<file path="config.mk">
export PLATFORM = sky130hd
export DESIGN_NAME = io_port_ctrl
export DESIGN_NICKNAME = d
export VERILOG_FILES = /design/src/rtl/io_port_ctrl.sv
export SDC_FILE = /design/constraint.sdc
export NUM_CORES = 1
export LEC_CHECK = 0
export CORE_MARGIN = 4
export CORE_UTILIZATION = 50
export CTS_CLUSTER_SIZE = 10
export DETAILED_ROUTE_END_ITERATION = 8
export GPL_ROUTABILITY_DRIVEN = 0
export PLACE_DENSITY = 0.79
export SLEW_MARGIN = 20
export SYNTH_ARGS = -nofsm -noshare
export SYNTH_HDL_FRONTEND = slang
export SYNTH_SLANG_ARGS = --single-unit
</file>
<file path="constraint.sdc">
create_clock -name clk -period 2.6 [get_ports clk]
set_input_delay 0.39 -clock clk [delete_from_list [all_inputs] [get_ports clk]]
set_output_delay 0.39 -clock clk [all_outputs]
set_load 0.03 [all_outputs]
</file>
<file path="src/rtl/io_port_ctrl.sv">
// Memory-mapped I/O controller: buffered output FIFO toward the console,
// a latched single-byte input register and a status/sticky-error register.
module io_port_ctrl #(
    parameter int                DATA_W    = 8,
    parameter int                ADDR_W    = 8,
    parameter logic [ADDR_W-1:0] BASE_ADDR = '0,
    parameter int                OUT_DEPTH = 4
) (
    input  logic              clk,
    input  logic              reset,
    input  logic              io_sel,
    input  logic              io_wr,
    input  logic              io_rd,
    input  logic [ADDR_W-1:0] addr,
    input  logic [DATA_W-1:0] wdata,
    output logic [DATA_W-1:0] rdata,
    output logic              rdata_oe,
    output logic [DATA_W-1:0] out_data,
    output logic              out_valid,
    input  logic              out_ready,
    input  logic [DATA_W-1:0] in_data,
    input  logic              in_valid
);

    localparam int IDX_W = $clog2(OUT_DEPTH);
    localparam int PTR_W = IDX_W + 1;

    localparam logic [ADDR_W-1:0] ADDR_OUT = BASE_ADDR;
    localparam logic [ADDR_W-1:0] ADDR_IN  = ADDR_W'(BASE_ADDR + 1);
    localparam logic [ADDR_W-1:0] ADDR_ST  = ADDR_W'(BASE_ADDR + 2);

    // ---------------------------------------------------------------
    // Address decode and access qualification
    // ---------------------------------------------------------------
    logic hit_out;
    logic hit_in;
    logic hit_st;
    logic miss;
    logic wr_fire;
    logic rd_fire;

    assign hit_out = (addr == ADDR_OUT);
    assign hit_in  = (addr == ADDR_IN);
    assign hit_st  = (addr == ADDR_ST);
    assign miss    = !(hit_out || hit_in || hit_st);

    // A simultaneous write and read is treated as a write only.
    assign wr_fire  = io_sel && io_wr;
    assign rd_fire  = io_sel && io_rd && !io_wr;
    assign rdata_oe = rd_fire;

    // ---------------------------------------------------------------
    // Output FIFO
    // ---------------------------------------------------------------
    logic [DATA_W-1:0] fifo_mem [OUT_DEPTH];
    logic [PTR_W-1:0]  wr_ptr_reg;
    logic [PTR_W-1:0]  wr_ptr_next;
    logic [PTR_W-1:0]  rd_ptr_reg;
    logic [PTR_W-1:0]  rd_ptr_next;
    logic [IDX_W-1:0]  wr_idx;
    logic [IDX_W-1:0]  rd_idx;
    logic              fifo_empty;
    logic              fifo_full;
    logic              push_req;
    logic              push;
    logic              pop;
    logic              ovf_set;

    assign wr_idx     = wr_ptr_reg[IDX_W-1:0];
    assign rd_idx     = rd_ptr_reg[IDX_W-1:0];
    assign fifo_empty = (wr_ptr_reg == rd_ptr_reg);
    assign fifo_full  = (wr_ptr_reg[PTR_W-1] != rd_ptr_reg[PTR_W-1]) && (wr_idx == rd_idx);

    assign out_valid = !fifo_empty;
    assign pop       = out_valid && out_ready;
    assign push_req  = wr_fire && hit_out;
    // A pop in the same cycle frees the slot the push lands in.
    assign push      = push_req && (!fifo_full || pop);
    assign ovf_set   = push_req && fifo_full && !pop;

    // Head is gated while empty so stale RAM contents never reach the console.
    assign out_data = fifo_empty ? '0 : fifo_mem[rd_idx];

    always_comb begin
        wr_ptr_next = wr_ptr_reg;
        rd_ptr_next = rd_ptr_reg;
        if (push) begin
            wr_ptr_next = wr_ptr_reg + PTR_W'(1);
        end
        if (pop) begin
            rd_ptr_next = rd_ptr_reg + PTR_W'(1);
        end
    end

    always_ff @(posedge clk) begin
        if (push) begin
            fifo_mem[wr_idx] <= wdata;
        end
    end

    always_ff @(posedge clk) begin
        if (reset) begin
            wr_ptr_reg <= '0;
            rd_ptr_reg <= '0;
        end else begin
            wr_ptr_reg <= wr_ptr_next;
            rd_ptr_reg <= rd_ptr_next;
        end
    end

    // ---------------------------------------------------------------
    // Input holding register
    // ---------------------------------------------------------------
    logic [DATA_W-1:0] in_hold_reg;
    logic [DATA_W-1:0] in_hold_next;
    logic              in_full_reg;
    logic              in_full_next;
    logic              in_rd;
    logic              capture;
    logic              ovr_set;

    assign in_rd = rd_fire && hit_in;
    // A CPU read in the same cycle empties the register, so a new byte fits.
    assign capture = in_valid && (!in_full_reg || in_rd);
    assign ovr_set = in_valid && in_full_reg && !in_rd;

    always_comb begin
        in_hold_next = in_hold_reg;
        in_full_next = in_full_reg;
        if (capture) begin
            in_hold_next = in_data;
            in_full_next = 1'b1;
        end else if (in_rd) begin
            in_full_next = 1'b0;
        end
    end

    always_ff @(posedge clk) begin
        if (reset) begin
            in_hold_reg <= '0;
            in_full_reg <= 1'b0;
        end else begin
            in_hold_reg <= in_hold_next;
            in_full_reg <= in_full_next;
        end
    end

    // ---------------------------------------------------------------
    // Sticky flags {err, ovr, ovf}, write-1-to-clear on status bits 5:3
    // ---------------------------------------------------------------
    logic       err_set;
    logic       st_wr;
    logic [2:0] flag_set;
    logic [2:0] flag_reg;
    logic [2:0] flag_next;

    assign err_set  = io_sel && (io_wr || io_rd) && miss;
    assign st_wr    = wr_fire && hit_st;
    assign flag_set = {err_set, ovr_set, ovf_set};

    generate
        for (genvar gi = 0; gi < 3; gi++) begin : g_flag
            // Setting has priority over a same-cycle clear.
            assign flag_next[gi] = flag_set[gi] |
                                   (flag_reg[gi] & ~(st_wr & wdata[3+gi]));
        end
    endgenerate

    always_ff @(posedge clk) begin
        if (reset) begin
            flag_reg <= '0;
        end else begin
            flag_reg <= flag_next;
        end
    end

    // ---------------------------------------------------------------
    // Read data mux
    // ---------------------------------------------------------------
    logic [DATA_W-1:0] status_word;

    always_comb begin
        status_word      = '0;
        status_word[5:0] = {flag_reg, in_full_reg, fifo_empty, fifo_full};
    end

    always_comb begin
        rdata = '0;
        if (rd_fire) begin
            if (hit_in) begin
                rdata = in_full_reg ? in_hold_reg : '0;
            end else if (hit_st) begin
                rdata = status_word;
            end
        end
    end

endmodule

</file>
; ---- Word level (Yosys, flattened, before mapping)
; Memory sizes are Yosys's and may differ from the RTL's. A register that Yosys moved wholly into a read port is not among the register bits.
; Index checks and enable logic that the tools add are counted.
[op_classes]
bitwise = 12
n_reduce_logical = 30
mux = 11
n_eq_ne = 5
add_sub_neg = 2
[op_table]
columns = operator, n
row1 = $mux 8, 4
row2 = $logic_and 1x1->1, 16
row3 = $eq 8x1->1 const B, 1
row4 = $eq 8x2->1 const B, 1
row5 = $logic_not 8->1, 1
row6 = $logic_not 1->1, 7
row7 = $add 3x1->3 const B, 2
row8 = $and 1x1->1, 6
row9 = $mux 6, 1
row10 = $logic_or 1x1->1, 5
row11 = $mux 1, 4
row12 = $mux 2, 2
row13 = $eq 3x3->1, 1
row14 = $not 1->1, 3
row15 = $or 1x1->1, 3
row16 = $eq 2x2->1, 1
row17 = $reduce_bool 2->1, 1
row18 = $ne 1x1->1, 1
[totals]
memories = 1
register_bits = 18
elab_cells = 66
inputBits = 31
out_inout_bits = 18
ram_bits = 32
[memory_table]
columns = memory, depth, word_bits, rd, rd_ports_with_merged_regs, wr, line
row1 = fifo_mem, 4, 8, 1, 1, 1, 55  ; logic [DATA_W-1:0] fifo_mem [OUT_DEPTH];

; ---- Depth between registers and ports, before layout
; Gate-level depths: netlist (run 1).
[depth]
word_depth = 7
ltp_mapped = 5
ltp_nobuf = 4

; ---- Worst setup path before layout (run 1)
; Ideal clock, no wire load.
[synth_path]
kind = in2reg
from = input addr[3]
to = memory fifo_mem[3][0] (enable)
arrival_time_ps = 2031
required_ps = 2217
n_path_buf = 0
slack_ps = 185
stages = 3
path_cell_list = or4_4 > or4_4 > nor3_1
[synth_via]
elab_chain_cells = 5
[synth_rtl]
columns = item, line
row1 = from (decl), 14  ; input logic [ADDR_W-1:0] addr,
row2 = $logic_not 8->1, 42  ; assign hit_out = (addr == ADDR_OUT);
row3 = $logic_and 1x1->1, 76  ; assign push_req = wr_fire && hit_out;
row4 = $logic_and 1x1->1, 78  ; assign push = push_req && (!fifo_full || pop);
row5 = $mux 1, 96  ; if (push) begin
row6 = $mux 1 (implied by the code), 97  ; fifo_mem[wr_idx] <= wdata;
row7 = to (decl), 55
; No other way between the ends.

; ---- Final worst setup path (run 1)
[layout_path]
from = input addr[3]
to = memory fifo_mem[1][5] (enable)
; Same word-level chain as after synthesis.

==> flow_summary.toml, run 1 <==
[cts]
worst_skew_pair.late_latency_ns = 0.30
cts-root-buf = "clkbuf_8"
cts_setup_buffers = 0
clk_pin_slew_ns = 0.09
cts_tree = "done"
clock_path_buffers = 2
numClockSinks = 52
numCtsBuffers = 5
htreeDepth = 2

[synthesis]
ys_seq_area_frac = 0.5913
yosysUniqueCellTypes = 35
synth-edff-count = 32
yosys.area.top_type_share = 0.4174
synth_cells = 181
synth_area_per_cell_um2 = 12.72
netlist_area_um2 = 2302
synthTopCellsByArea = "edfxtp_1 (42%), dfxtp_1 (17%), mux4_2 (7.8%)"
yosys-top-cells-count = "edfxtp_1 (32), dfxtp_1 (20), nand2_1 (20), nor2_1 (15), mux2i_1 (10)"
yosys.area.top_type = "edfxtp_1"
synthArstFlopShare = 0
ys_warn_count = 0
synth.most_common_cell = "edfxtp_1"
ys.flop_type = "edfxtp_1"
synth_fp_nets = 217
ys_ff_latch = 52

[detailed_routing]
vias_per_cell = 5.259
drtIter0Drc = 99
routed_wl_mm = 4.547
ant_nets = 0
drc = 0
firstDrtPassIters = 4
vias = 1562
wl_per_cell_um = 15.31

[placement]
hpwl_mm = 3.519
numPortBuffers = 48
place_worst_setup_slack_ns = -0.1089

[grt]
grt_usage = 0.1661
grt_pass1_vias = 1525
grt_pass1_wl_mm = 7.031
grt-ovfl-total = 0
grt_start_max_net_pins = 17
antenna_found_initial = 0

[die]
die_h_um = 75.86
fp-row-count = 24
start_util = 0.5215
io_pins = 49
die_w_um = 75.86
coreArea_um2 = 4414
die_area_um2 = 5754

[sta]
min_period_ns = 2.380
maxSlewViolCount = 0
rsz0062_at_grt = "false"
hold_slack_ns = 0.4561
fin_ws_ns = 0.2196
final-setup-viol-count = 0
finalSetupTns_ns = 0
finalClockSkew_ns = 0.006828
slew_headroom = 0.7023
post-route-period-util = 0.9155
hold_violations = 0
worstMarginPinSlew_ns = 0.4425
fmax_ghz = 0.4201

[critical_path]
r2r-start = "wr_ptr_reg[1]"
crit_required_ns = 2.63
crit_path_end_kind = "flop"
setup.worst_path.start = "addr[3]"
rrSetupSlack_ns = 0.76
r2r_end = "fifo_mem[1][5]"
worstRegToRegCells = 6
cp.arrival_ns = 2.41
crit_type = "primary input to flop"
crit_fanout = 8
critPathLaunchType = "primary input"

[power]
cellPowerDensity_nw_per_um2 = 480.8
leakagePower_nw = 1.155
finalPower_mw = 1.451
irDropWorstVdd_uv = 217.7

[final_layout]
antenna_cells = 0
utilization = 0.6834
largest_reg_flops = 32
layout-drive-gt1-share = 0.1796
nets = 280
area_growth_pct = 31.03

[min_path]
whs_endpoint = "in_hold_reg[6]"
min_from = "in_hold_reg[6]"
holdCritPathClass = "flop to flop"
whs_path_depth = 2

[run]
drv_cap = 0

[outcome]
status = "finished, final reports clean"
==> cell usage in the layout (no fill, tap or decap), types with 2 or more instances in the layout <==
master           synthesis  final
edfxtp_1                32     32
clkdlybuf4s50_1          0     32
buf_4                    0     21
nand2_1                 20     20
dfxtp_1                 20     20
nor2_1                  15     15
mux2i_1                 10     10
nor2b_1                  9      9
mux4_2                   8      8
dlygate4sd2_1            0      8
inv_1                    6      6
xor2_1                   5      5
a22oi_1                  5      5
a21oi_1                  5      5
ha_1                     5      5
clkbuf_8                 0      5
and2_1                   4      4
nor3_1                   3      3
nor4_1                   3      3
and3_1                   3      3
nand3_1                  2      2
or4_4                    2      2
o31ai_1                  2      2
a21bo_2                  2      2
buf_12                   0      2
==> per-layer routing <==
metal / share of wire / GRT usage
met5: 0 / 0
met4: 0.012 / 0.05825
met3: 0.046 / 0.03034
met2: 0.53 / 0.2966
met1: 0.42 / 0.1995
==> kinds of logic after synthesis <==
| family | Yosys count | share of synthesized area |
|---|---|---|
| adders and majority gates | 5 | 0.02717 |
| buffers and inverters | 13 | 0.02174 |
| AOI/OAI and AO/OA | 19 | 0.05924 |
| xor gates and xnor gates | 6 | 0.02283 |
| and+or+nand+nor | 67 | 0.1511 |
| muxes | 19 | 0.1266 |
| DFF | 52 | 0.5913 |
==> power by group <==
| group | leakage, nW | switching [mW] | internal, mW |
|---|---|---|---|
| Sequential | 0.451 | 0.00637 | 0.884 |
| Clock | 0.0414 | 0.261 | 0.192 |
| Combinational | 0.663 | 0.0434 | 0.0636 |
==> critical path, cell delays in order <==
cell	delay, ns
clkdlybuf4s50_1	0.42
or4_4	0.54
or4_4	0.50
nor2_1	0.19
and2_1	0.22
buf_12	0.14
==> timing repair <==
action | 4_1_cts | 5_1_grt
endpoints found under the hold margin | 0 | 0
hold buffers | 0 | 0
resized for setup | 8 | 0
endpoints found under the setup margin | 8 | 0
==> per-stage QoR <==
step                      instance area (um2)  cells
after CTS                                3017    297
after floorplan                          2302    181
final                                    3017    297
after global routing                     3017    297
after detailed placement                 2938    289
after global placement                   2938    289
==> how the worst max path moves through the flow <==
stage          depth (start not counted)             end  slack (ns)
2_1_floorplan                          3  fifo_mem[3][0]        0.19
3_3_place_gp                           6  fifo_mem[0][1]       -0.03
3_5_place_dp                           6  fifo_mem[1][4]       -0.11
4_1_cts                                4       out_valid        0.20
5_1_grt                                4       out_valid         0.1
6_report                               6  fifo_mem[1][5]        0.22
==> final cells by class <==
cell class | instances | area [um2]
fillers | 333 | 1398
flip-flops and latches | 52 | 1361
multi-input cells | 116 | 890.9
repair buffers | 63 | 588.1
clock buffers | 6 | 72.57
well taps | 52 | 65.06
inverters | 6 | 22.52
clock inverters | 2 | 16.27
No activity file was read; power rests on OpenSTA's default activity.
==> run 2, diff against run 1 <==
--- a/config.mk
+++ b/config.mk
@@ -5,12 +5,15 @@
 export SDC_FILE = /design/constraint.sdc
 export NUM_CORES = 1
 export LEC_CHECK = 0
+export ABC_CLOCK_PERIOD_IN_PS = 2600
 export CORE_MARGIN = 4
 export CORE_UTILIZATION = 50
 export CTS_CLUSTER_SIZE = 10
 export DETAILED_ROUTE_END_ITERATION = 8
 export GPL_ROUTABILITY_DRIVEN = 0
 export PLACE_DENSITY = 0.79
+export REMOVE_ABC_BUFFERS = 1
+export SKIP_CTS_REPAIR_TIMING = 1
 export SLEW_MARGIN = 20
 export SYNTH_ARGS = -nofsm -noshare
 export SYNTH_HDL_FRONTEND = slang
==> run 2 against run 1 <==
- sequential share of layout area down 0.77 points
- sequential cell count did not move
- clock skew shrank 0.0040 ns
- final cell count down 0.34%
- sequential power about the same
- register-to-register slack better by 0.09 ns
- highest routed layer unchanged
==> flow_summary.toml, run 2 (synthesis results as in run 1) <==
[outcome]
status = "finished, final reports clean"

[power]
cellPowerDensity_nw_per_um2 = 506.1
leakagePower_nw = 1.275
irDropWorstVdd_uv = 371.5
finalPower_mw = 1.553

[detailed_routing]
vias_per_cell = 5.226
routed_wl_mm = 4.764
vias = 1547
drc = 0
wl_per_cell_um = 16.09
ant_nets = 0
firstDrtPassIters = 4
drtIter0Drc = 100

[grt]
grt-ovfl-total = 0
grt_usage = 0.1723
grt_pass1_vias = 1512
antenna_found_initial = 0
grt_start_max_net_pins = 21
grt_pass1_wl_mm = 7.155

[critical_path]
crit_required_ns = 2.21
crit_path_end_kind = "output port"
r2r_end = "fifo_mem[1][5]"
r2r-start = "wr_ptr_reg[1]"
rrSetupSlack_ns = 0.85
crit_fanout = 10
cp.arrival_ns = 2.01
critPathLaunchType = "flop"
worstRegToRegCells = 6
crit_type = "flop to output port"

[die]
coreArea_um2 = 4414
die_w_um = 75.86
die_area_um2 = 5754
fp-row-count = 24
die_h_um = 75.86
io_pins = 49
start_util = 0.5215

[sta]
fmax_ghz = 0.4163
maxSlewViolCount = 0
rsz0062_at_grt = "false"
min_period_ns = 2.402
worstMarginPinSlew_ns = 0.5598
slew_headroom = 0.6264
post-route-period-util = 0.9239
finalClockSkew_ns = 0.002798
hold_violations = 0
final-setup-viol-count = 0

[cts]
numClockSinks = 52
worst_skew_pair.late_latency_ns = 0.30
clk_pin_slew_ns = 0.09
cts-root-buf = "clkbuf_8"
clock_path_buffers = 2
numCtsBuffers = 5
cts_tree = "done"
htreeDepth = 2

[final_layout]
multi_input_area_um2 = 905.9
nets = 279
layout-drive-gt1-share = 0.1844
largest_reg_flops = 32
final_area_um2 = 3069
area_growth_pct = 33.32
mostFrequentLayoutCells = "edfxtp_1 (32), clkdlybuf4s50_1 (32), buf_4 (21), nand2_1 (20), dfxtp_1 (20)"
antenna_cells = 0
seq_area_um2 = 1361
fill_cells = 309

[run]
drv_cap = 0

[min_path]
whs_path_depth = 2
min_from = "in_hold_reg[7]"
whs_endpoint = "in_hold_reg[7]"
holdCritPathClass = "flop to flop"

[placement]
numPortBuffers = 48
hpwl_mm = 3.601
place_area_um2 = 2918
[run 2: changes by cell type in the layout (fill, tap and decap cells not counted), sizes merged]
cell | previous run | this run
dlymetal6s2s | 0 | 8
dlygate4sd2 | 8 | 0
bufinv | 0 | 1
clkinvlp | 1 | 0
buf | 23 | 22
[run 2: metal layers]
layer / share of wire / global-route usage
met5: 0 / 0
met3: 0.037 / 0.04354
met1: 0.43 / 0.2218
met4: 0.0099 / 0.06408
met2: 0.52 / 0.2804
[run 2: worst max path at each step]
| stage | start | cells after the start | endpoint |
|---|---|---|---|
| final | wr_ptr_reg[1] | 5 | out_valid |
| after global routing | wr_ptr_reg[1] | 5 | out_valid |
| after CTS | wr_ptr_reg[1] | 5 | out_data[2] |
| after detailed placement | addr[3] | 6 | fifo_mem[3][5] |
| after global placement | addr[3] | 6 | fifo_mem[0][4] |
| after floorplan | addr[3] | 3 | fifo_mem[3][0] |
[run 2: power by group]
group / total (mW) / internal (mW) / switching [mW]
registers: 0.891 / 0.884 / 0.00698
logic: 0.106 / 0.0617 / 0.0440
clock network: 0.556 / 0.310 / 0.247
total: 1.55 / 1.26 / 0.297
[run 2: area by class of cell]
cell class / instances / area share
Sequential cell: 52 / 0.4435
Multi-Input combinational cell: 116 / 0.2951
Timing Repair Buffer: 62 / 0.1949
Clock buffer: 6 / 0.02691
Tap cell: 52 / 0.02120
Clock inverter: 2 / 0.01101
Inverter: 6 / 0.007338
[run 2: critical path, stage by stage, from the launching register on]
cell and delay, ns:
dfxtp_1 0.46, xor2_2 0.27, nor3_1 0.08, buf_4 0.18, inv_1 0.06, clkdlybuf4s50_1 0.66
[run 2: per-stage QoR]
stage / utilization / setup TNS, ns / setup slack [ns] / cells / hold slack [ns]
floorplan: - / 0 / 0.1852 / 174 / 0.4303
global placement: 0.6610 / -1.127 / -0.05214 / 288 / 0.4407
detailed placement: 0.6610 / -2.543 / -0.1008 / 288 / 0.4534
CTS: 0.6874 / 0 / 0.03791 / 296 / 0.4679
global route: 0.6953 / 0 / 0.05063 / 296 / 0.4849
finish: 0.6953 / 0 / 0.1978 / 296 / 0.4644
